**config.mk**
```make
export PLATFORM = sky130hd
export DESIGN_NAME = regfile_write_arbiter
export DESIGN_NICKNAME = d
export VERILOG_FILES = /design/src/rtl/regfile_write_arbiter.sv
export SDC_FILE = /design/constraint.sdc
export NUM_CORES = 1
export LEC_CHECK = 0
export CAP_MARGIN = 20
export CORE_MARGIN = 1
export CORE_UTILIZATION = 40
export CTS_CLUSTER_SIZE = 28
export DETAILED_ROUTE_END_ITERATION = 6
export PLACE_DENSITY = 0.67
export RECOVER_POWER = 25
export SYNTH_ARGS = -nofsm -noshare
export SYNTH_HDL_FRONTEND = slang
export SYNTH_SLANG_ARGS = --single-unit
```
**constraint.sdc**
```tcl
create_clock -name clock -period 2.7 [get_ports clock]
set_input_delay 0.81 -clock clock [delete_from_list [all_inputs] [get_ports clock]]
set_output_delay 0.81 -clock clock [all_outputs]
set_load 0.01 [all_outputs]
```
**src/rtl/regfile_write_arbiter.sv**
```systemverilog
// Register-file write-port arbiter: two writeback sources (A = ALU/EX, B = load /
// multi-cycle unit) each queue writes in a small FIFO; one write per cycle is
// granted round-robin and registered onto the register file write port.
// Pending-write lookups on two read addresses feed the hazard/stall logic.

// Per-source write queue. Exposes every slot's valid bit and address so the
// top level can search queued writes for pending hazards.
module rwa_fifo #(
  parameter int DEPTH = 2,
  parameter int PTR_W = 1
) (
  input  logic               clock,
  input  logic               resetN,
  input  logic               push_req,
  input  logic               pop,
  input  logic [4:0]         in_addr,
  input  logic [31:0]        in_data,
  output logic               ready,
  output logic               nonempty,
  output logic [4:0]         head_addr,
  output logic [31:0]        head_data,
  output logic [DEPTH-1:0]   entry_valid,
  output logic [DEPTH*5-1:0] entry_addr
);

  localparam logic [PTR_W:0] FULL_CNT = (PTR_W+1)'(DEPTH);

  logic [4:0]       addr_mem_r [DEPTH];
  logic [31:0]      data_mem_r [DEPTH];
  logic [PTR_W-1:0] wr_ptr_r;
  logic [PTR_W-1:0] rd_ptr_r;
  logic [PTR_W:0]   count_r;
  logic             ready_s;
  logic             nonempty_s;
  logic             push_s;
  logic             pop_s;
  logic [DEPTH-1:0]   entry_valid_s;
  logic [DEPTH*5-1:0] entry_addr_s;

  // Ready depends on the stored count only, so a full queue stays closed even
  // in a cycle where its head is being popped.
  assign ready_s    = (count_r != FULL_CNT);
  assign nonempty_s = (count_r != (PTR_W+1)'(0));
  assign push_s     = push_req & ready_s;
  assign pop_s      = pop & nonempty_s;

  assign ready     = ready_s;
  assign nonempty  = nonempty_s;
  assign head_addr = addr_mem_r[rd_ptr_r];
  assign head_data = data_mem_r[rd_ptr_r];

  // Storage: write the incoming entry at the tail slot on an accepted push.
  always_ff @(posedge clock or negedge resetN) begin
    if (!resetN) begin
      for (int i = 0; i < DEPTH; i++) begin
        addr_mem_r[i] <= 5'd0;
        data_mem_r[i] <= 32'd0;
      end
    end else if (push_s) begin
      addr_mem_r[wr_ptr_r] <= in_addr;
      data_mem_r[wr_ptr_r] <= in_data;
    end
  end

  // Pointers and occupancy; pointers wrap naturally since DEPTH is a power of 2.
  always_ff @(posedge clock or negedge resetN) begin
    if (!resetN) begin
      wr_ptr_r <= PTR_W'(0);
      rd_ptr_r <= PTR_W'(0);
      count_r  <= (PTR_W+1)'(0);
    end else begin
      if (push_s) begin
        wr_ptr_r <= wr_ptr_r + PTR_W'(1);
      end
      if (pop_s) begin
        rd_ptr_r <= rd_ptr_r + PTR_W'(1);
      end
      case ({push_s, pop_s})
        2'b10:   count_r <= count_r + (PTR_W+1)'(1);
        2'b01:   count_r <= count_r - (PTR_W+1)'(1);
        default: count_r <= count_r;
      endcase
    end
  end

  // Slot i holds a live entry when its distance from the read pointer is
  // below the current occupancy.
  always_comb begin
    entry_valid_s = '0;
    entry_addr_s  = '0;
    for (int i = 0; i < DEPTH; i++) begin
      if ({1'b0, PTR_W'(i) - rd_ptr_r} < count_r) begin
        entry_valid_s[i] = 1'b1;
      end else begin
        entry_valid_s[i] = 1'b0;
      end
      entry_addr_s[i*5 +: 5] = addr_mem_r[i];
    end
  end

  assign entry_valid = entry_valid_s;
  assign entry_addr  = entry_addr_s;

endmodule

module regfile_write_arbiter #(
  parameter int DEPTH = 2,
  parameter int PTR_W = 1
) (
  input  logic        clock,
  input  logic        resetN,
  input  logic        aValid,
  output logic        aReady,
  input  logic [4:0]  aAddr,
  input  logic [31:0] aData,
  input  logic        bValid,
  output logic        bReady,
  input  logic [4:0]  bAddr,
  input  logic [31:0] bData,
  output logic        regWrite,
  output logic [4:0]  writeRegister,
  output logic [31:0] writeData,
  input  logic [4:0]  lookupReg1,
  input  logic [4:0]  lookupReg2,
  output logic        pendingHit1,
  output logic        pendingHit2
);

  typedef enum logic {RR_A = 1'b0, RR_B = 1'b1} rr_state_t;

  logic               a_ready_s, b_ready_s;
  logic               a_nonempty_s, b_nonempty_s;
  logic [4:0]         a_head_addr_s, b_head_addr_s;
  logic [31:0]        a_head_data_s, b_head_data_s;
  logic [DEPTH-1:0]   a_entry_valid_s, b_entry_valid_s;
  logic [DEPTH*5-1:0] a_entry_addr_s, b_entry_addr_s;
  logic               grant_a_s, grant_b_s;
  logic               hit1_s, hit2_s;

  rr_state_t          rr_r;
  logic               reg_write_r;
  logic [4:0]         write_register_r;
  logic [31:0]        write_data_r;

  // A write targeting lookup is pending if any live queue slot or the output
  // stage (while it is still driving regWrite) names it; register 0 never matches.
  function automatic logic pending_match(
    input logic [DEPTH-1:0]   va,
    input logic [DEPTH*5-1:0] aa,
    input logic [DEPTH-1:0]   vb,
    input logic [DEPTH*5-1:0] ab,
    input logic               out_v,
    input logic [4:0]         out_a,
    input logic [4:0]         lookup
  );
    logic hit;
    hit = 1'b0;
    if (lookup != 5'd0) begin
      for (int i = 0; i < DEPTH; i++) begin
        if (va[i] && (aa[i*5 +: 5] == lookup)) hit = 1'b1;
        if (vb[i] && (ab[i*5 +: 5] == lookup)) hit = 1'b1;
      end
      if (out_v && (out_a == lookup)) hit = 1'b1;
    end
    return hit;
  endfunction

  rwa_fifo #(.DEPTH(DEPTH), .PTR_W(PTR_W)) u_fifo_a (
    .clock       (clock),
    .resetN      (resetN),
    .push_req    (aValid),
    .pop         (grant_a_s),
    .in_addr     (aAddr),
    .in_data     (aData),
    .ready       (a_ready_s),
    .nonempty    (a_nonempty_s),
    .head_addr   (a_head_addr_s),
    .head_data   (a_head_data_s),
    .entry_valid (a_entry_valid_s),
    .entry_addr  (a_entry_addr_s)
  );

  rwa_fifo #(.DEPTH(DEPTH), .PTR_W(PTR_W)) u_fifo_b (
    .clock       (clock),
    .resetN      (resetN),
    .push_req    (bValid),
    .pop         (grant_b_s),
    .in_addr     (bAddr),
    .in_data     (bData),
    .ready       (b_ready_s),
    .nonempty    (b_nonempty_s),
    .head_addr   (b_head_addr_s),
    .head_data   (b_head_data_s),
    .entry_valid (b_entry_valid_s),
    .entry_addr  (b_entry_addr_s)
  );

  // Grant selection: a lone requester always wins; on contention rr_r decides.
  always_comb begin
    grant_a_s = 1'b0;
    grant_b_s = 1'b0;
    case ({a_nonempty_s, b_nonempty_s})
      2'b10: grant_a_s = 1'b1;
      2'b01: grant_b_s = 1'b1;
      2'b11: begin
        if (rr_r == RR_A) begin
          grant_a_s = 1'b1;
        end else begin
          grant_b_s = 1'b1;
        end
      end
      default: begin
        grant_a_s = 1'b0;
        grant_b_s = 1'b0;
      end
    endcase
  end

  // Round-robin pointer and registered write port; addr-0 grants drain the
  // queue but never raise regWrite.
  always_ff @(posedge clock or negedge resetN) begin
    if (!resetN) begin
      rr_r             <= RR_A;
      reg_write_r      <= 1'b0;
      write_register_r <= 5'd0;
      write_data_r     <= 32'd0;
    end else if (grant_a_s) begin
      rr_r             <= RR_B;
      reg_write_r      <= (a_head_addr_s != 5'd0);
      write_register_r <= a_head_addr_s;
      write_data_r     <= a_head_data_s;
    end else if (grant_b_s) begin
      rr_r             <= RR_A;
      reg_write_r      <= (b_head_addr_s != 5'd0);
      write_register_r <= b_head_addr_s;
      write_data_r     <= b_head_data_s;
    end else begin
      reg_write_r      <= 1'b0;
    end
  end

  // Hazard lookups for the two decode read ports.
  always_comb begin
    hit1_s = pending_match(a_entry_valid_s, a_entry_addr_s, b_entry_valid_s,
                           b_entry_addr_s, reg_write_r, write_register_r, lookupReg1);
    hit2_s = pending_match(a_entry_valid_s, a_entry_addr_s, b_entry_valid_s,
                           b_entry_addr_s, reg_write_r, write_register_r, lookupReg2);
  end

  assign aReady        = a_ready_s;
  assign bReady        = b_ready_s;
  assign regWrite      = reg_write_r;
  assign writeRegister = write_register_r;
  assign writeData     = write_data_r;
  assign pendingHit1   = hit1_s;
  assign pendingHit2   = hit2_s;

endmodule

```
; Word level (Yosys, flattened, before mapping)
; Cells that the tools add are included.
[word_totals]
reg_bits = 195
inputBits = 88
out_inout_bits = 42
elab_cells = 142
[op_classes]
addsub = 12
magnitude_cmp = 10
eq_ne = 19
muxes = 54
n_bitwise = 8
n_reduce_logical = 21
[op_table]
columns = op, count
row1 = $mux W32, 10
row2 = $bwmux W64, 2
row3 = $demux W32 S1, 2
row4 = $eq A5 B5 Y1, 10
row5 = $mux W5, 10
row6 = $mux W1, 22
row7 = $bwmux W10, 2
row8 = $reduce_bool A5 Y1, 4
row9 = $logic_and A1 B1 Y1, 12
row10 = $demux W5 S1, 2
row11 = $reduce_bool A2 Y1, 5
row12 = $eq A2 B2 Y1 const B, 4
row13 = $ge A2 B2 Y1 const B, 4
row14 = $lt A1 B2 Y1, 4
row15 = $not A1 Y2, 4
row16 = $pmux W2 S2, 2
row17 = $eq A2 B1 Y1 const B, 3
row18 = $add A1 B1 Y1 const B, 4
row19 = $add A2 B1 Y2 const B, 2
row20 = $and A1 B1 Y1, 4
row21 = $lt A2 B1 Y1 const B, 2
row22 = $ne A2 B2 Y1 const B, 2
row23 = $pmux W1 S2, 2
row24 = $sub A1 B1 Y1 const A, 4
row25 = $sub A2 B1 Y2 const B, 2

; Longest topological paths before layout
[logic_depth]
word_depth = 10
mapped_depth = 9

; Hierarchy
; Synthesis repeated with hierarchy kept, for this count alone.
[hier_totals]
cells_unflattened = 694
area_unflattened_um2 = 9933.3
[by_module_without_submodules]
columns = module, instances, cells_per_inst, area_per_inst_um2
row1 = rwa_fifo at u_fifo_a, 1, 217, 3727.3
row2 = rwa_fifo at u_fifo_b, 1, 217, 3713.6
row3 = regfile_write_arbiter, 1, 260, 2492.4

; Worst setup path after synthesis
; Ideal clock, no wire load.
[synth_path]
kind = input to output
start = in lookupReg1[0]
end = out pendingHit1
arrival_time_ns = 1.828
t_required_ns = 1.890
setup_slack_ns = 0.062
stages = 6
path_cell_list = buf_6 xnor2_2 nand2_1 or4_1 nand3_1 o22a_1
[synth_between]
elab_chain_cells = 8
word_cells_on_any_way = 17
cone_classes = 5 x eq/ne / 6 x mux / 6 x reduce/logical
[synth_rtl]
columns = item, line_no
row1 = "start, declared", 123  ; input logic [4:0] lookupReg1,
row2 = $eq A5 B5 Y1, 160  ; if (va[i] && (aa[i*5 +: 5] == lookup)) hit = 1'b1;
row3 = $logic_and A1 B1 Y1, 160
row4 = $mux W1, 160
row5 = $mux W1, 161  ; if (vb[i] && (ab[i*5 +: 5] == lookup)) hit = 1'b1;
row6 = $mux W1, 160
row7 = $mux W1, 161
row8 = $mux W1, 163  ; if (out_v && (out_a == lookup)) hit = 1'b1;
row9 = $mux W1 (*), 158  ; if (lookup != 5'd0) begin
row10 = "end, declared", 125  ; output logic pendingHit1,
; Mark *: on every way between the ends. The rest lies on a longest branch, timed or not.

; Final worst setup path
[layout_path]
start = in lookupReg2[0]
end = out pendingHit2
[layout_between]
elab_chain_cells = 8
word_cells_on_any_way = 17
cone_classes = 5 x eq/ne / 6 x mux / 6 x reduce/logical
[layout_rtl]
columns = item, line_no
row1 = "start, declared", 124  ; input logic [4:0] lookupReg2,
row2 = $eq A5 B5 Y1, 160
row3 = $logic_and A1 B1 Y1, 160
row4 = $mux W1, 160
row5 = $mux W1, 161
row6 = $mux W1, 160
row7 = $mux W1, 161
row8 = $mux W1, 163
row9 = $mux W1 (*), 158
row10 = "end, declared", 126  ; output logic pendingHit2
; Marks and branches as above.

==> flow_metrics.tcl <==
set metrics [dict create \
    status "finished with violations" \
    violations "max-capacitance violations, max-slew violations, negative setup slack" \
    nets 979 \
    ctsLongestPathBuffers 2 \
    numCtsBuffers 17 \
    ys_ff_latch 195 \
    vias 6247 \
    syn_nets 830 \
    holdCritPathClass "reg -> reg" \
    reg2reg_to "u_fifo_b.count_r[1]" \
    grt.total_usage_pct 18.60 \
    peakVddDrop_mv 0.5445 \
    worst_pin_slew_ns 1.665 \
    busiest_layer "met2" \
    antenna_cells 0 \
    p_int_mw 9.878 \
    arrival_ns 1.95 \
    die_h_um 155.8 \
    p_clk_share_pct 17.2 \
    clk_pin_slew_ns 0.07 \
    p_leak_nw 5.001 \
    worstPathRequired_ns 1.89 \
    combinationalPowerShare_pct 46.6 \
    vias_per_cell 5.142 \
    placed_cell_area_mm2 0.01119 \
    synthCells 740 \
    power_density_mw_per_mm2 1304 \
    async_reset_ff_share_pct 100.0 \
    layout_common_cells "190 x dfrtp_1, 175 x mux2_2, 116 x clkdlybuf4s50_1, 47 x nor2_1" \
    hold_buffers 0 \
    maxSlewHeadroom_pct -10.97 \
    drt_iter0_drc 320 \
    synth_edf_count 0 \
    worstHoldPathCells 1 \
    period_minus_slack_ns 2.763 \
    swShare_pct 36.08 \
    io_pins 130 \
    yosys_warnings 0 \
    cts-root-buf "clkbuf_16" \
    fin_worst_skew_ns 0.01511 \
    grt-ovfl-total 0 \
    critPathCaptureType "output pin" \
    reg2reg_slack_ns 0.69 \
    hold_violations 0 \
    wl_per_cell_um 17.78 \
    syn_area_mm2 0.009463 \
    syn_avg_cell_area_um2 12.79 \
    drc 0 \
    finalMaxSlewViolations 62 \
    design_area_mm2 0.01185 \
    drtAntennaViolNets 0 \
    grt_max_degree 62 \
    p_sw_mw 5.575 \
    rr_worst_depth 7 \
    maxCapViolCount 1 \
    port_buffers 129 \
    dieArea_mm2 0.02428 \
    final_common_cell "dfrtp_1" \
    dieWidth_um 155.8 \
    cts_tree "done" \
    grtUsageMet1_pct 24.84 \
    fin_crit_sh_pct 102.3 \
    cp_max_fo 6 \
    rsz0062_at_grt "true" \
    timing.final.ws_setup_ns -0.06331 \
    seqPwrFrac_pct 36.1 \
    drive_above_1_share_pct 33.04 \
    max_stage_delay_ns 0.31 \
    start_kind "primary input" \
    dp_hpwl_um 14770 \
    cp_cell_sequence "buf_2 -> xor2_1 -> nor4_1 -> a31oi_1 -> a21oi_1 -> buf_2" \
    antenna_found_initial 0 \
    htreeDepth 4 \
    area_growth_pct 25.22 \
    met3_usage_pct 4.472 \
    row_count 55 \
    gp_routability_congestion 0.8271 \
    drt_wl_total_um 21610 \
    grtUsageMet2_pct 30.70 \
    insertion_delay_ns 0.43 \
    hold_path_end "u_fifo_b.data_mem_r[18]" \
    initial_core_util_pct 41.29 \
    max_freq_ghz 0.3619 \
    worstHoldStart "u_fifo_b.data_mem_r[18]" \
    synth-seq-area-share_pct 51.57 \
    coreArea_mm2 0.02292 \
    synth_ff_type "dfrtp_1" \
    grt_pass1_wl_um 34890 \
    drt-pass1-iter-count 5 \
    setup_viol 2 \
    grt_pass1_vias 6489 \
    ys_types 42 \
    r2r_start "u_fifo_b.count_r[1]" \
    critPathSlowestCell "nor4_1" \
    cts.sinks 195 \
    cpMostUsedCell "buf_2" \
    worstSetupPathType "in -> out" \
    final_util_pct 51.71 \
]
area by class of cell:
type                            instances  area (um2)
Clock inverter                         14       173.9
Timing Repair Buffer                  182        1697
Multi-Input combinational cell        491        4254
Clock buffer                           18       439.2
Tap cell                              313       391.6
Sequential cell                       195        4886
Inverter                                2       7.507
Fill cell                            2025       11070
repair_timing:
item / in CTS / in global routing
endpoints found under the setup margin: 2 / 2
gates cloned: 0 / 0
buffers inserted: 6 / 2
pin swaps: 16 / 10
resized for setup: 62 / 9
endpoints found under the hold margin: 0 / 0
worst max path at each step:
stage                           startpoint          end
detailed placement           lookupReg2[4]  pendingHit2
floorplan                    lookupReg1[0]  pendingHit1
CTS                 u_fifo_b.entry_addr[0]  pendingHit1
finish                       lookupReg2[0]  pendingHit2
global route        u_fifo_b.entry_addr[2]  pendingHit2
global placement             lookupReg2[1]  pendingHit2
power by group through the flow:
stage | Clock (mW) | Sequential, mW | Combinational (mW)
final | 2.66 | 5.59 | 7.21
after global routing | 2.84 | 5.78 | 7.92
after CTS | 2.71 | 5.58 | 7.25
after detailed placement | 0 | 5.62 | 7.20
after global placement | 0 | 5.59 | 7.05
after floorplan | 0 | 5.39 | 5.15
flip-flops by register name (all words and copies together) (netlist names):
name,flops
u_fifo_b.data_mem_r,64
writeData,32
u_fifo_b.count_r,2
u_fifo_b.wr_ptr_r,1
u_fifo_b.rd_ptr_r,1
u_fifo_b.entry_addr,10
rr_r,1
writeRegister,5
u_fifo_a.rd_ptr_r,1
u_fifo_a.count_r,2
u_fifo_a.wr_ptr_r,1
u_fifo_a.data_mem_r,64
regWrite,1
u_fifo_a.entry_addr,10
logic make-up (layout without fill, tap and decap cells):
kind of cell	after synthesis	count (layout)	synth area share (%)
AO/OA/AOI/OAI	121	121	7.563
XOR/XNOR	60	60	5.712
adder cells (fa/ha/maj)	2	2	0.2644
AND/OR/NAND/NOR	86	86	4.985
multiplexers	222	222	25.92
buffers and inverters	54	216	3.993
flip-flops	195	195	51.57
metal layers:
| metal | routed length, um | share of wire (%) |
|---|---|---|
| met1 | 10120 | 47 |
| met2 | 10470 | 48 |
| met3 | 862 | 4.0 |
| met4 | 155 | 0.72 |
| met5 | 0 | 0 |
worst max-delay path, delay by kind of cell:
kind,cells,cell delay [ns]
compound gates,2,0.34
buf+inv,2,0.33
xor+xnor,1,0.17
simple gates,1,0.31
cells in the mapped netlist (all sizes together), types with 2 or more instances:
library cell,instances,area [um2]
clkbuf,11,42.54
nor4,5,31.28
xor2,27,236.5
inv,2,7.510
a21oi,42,214.0
o21ai,37,185.2
or2,2,12.52
dfrtp,195,4880
mux2i,41,410.4
mux2,181,2042
nor2,51,226.5
or4,3,22.52
nand2,8,45.04
nand4,4,25.02
xnor2,33,304.0
buf,41,327.8
nor3,3,15.01
a22oi,36,270.3
nand3,7,60.05
ha,2,25.02
nand2b,2,27.53
per-stage QoR:
step	hold WS, ns	instances	power (mW)	setup slack [ns]	TNS, ns
after floorplan	0.4574	740	10.54	0.06169	0
after global placement	0.4700	1175	12.64	-0.9017	-1.773
after detailed placement	0.4811	1175	12.82	-0.9020	-1.783
after CTS	0.3692	1213	15.55	-0.05385	-0.1010
after global routing	0.5012	1215	16.54	-0.1251	-0.2270
final	0.4930	1215	15.45	-0.06331	-0.1152
No activity file was read; power rests on OpenSTA's default activity.
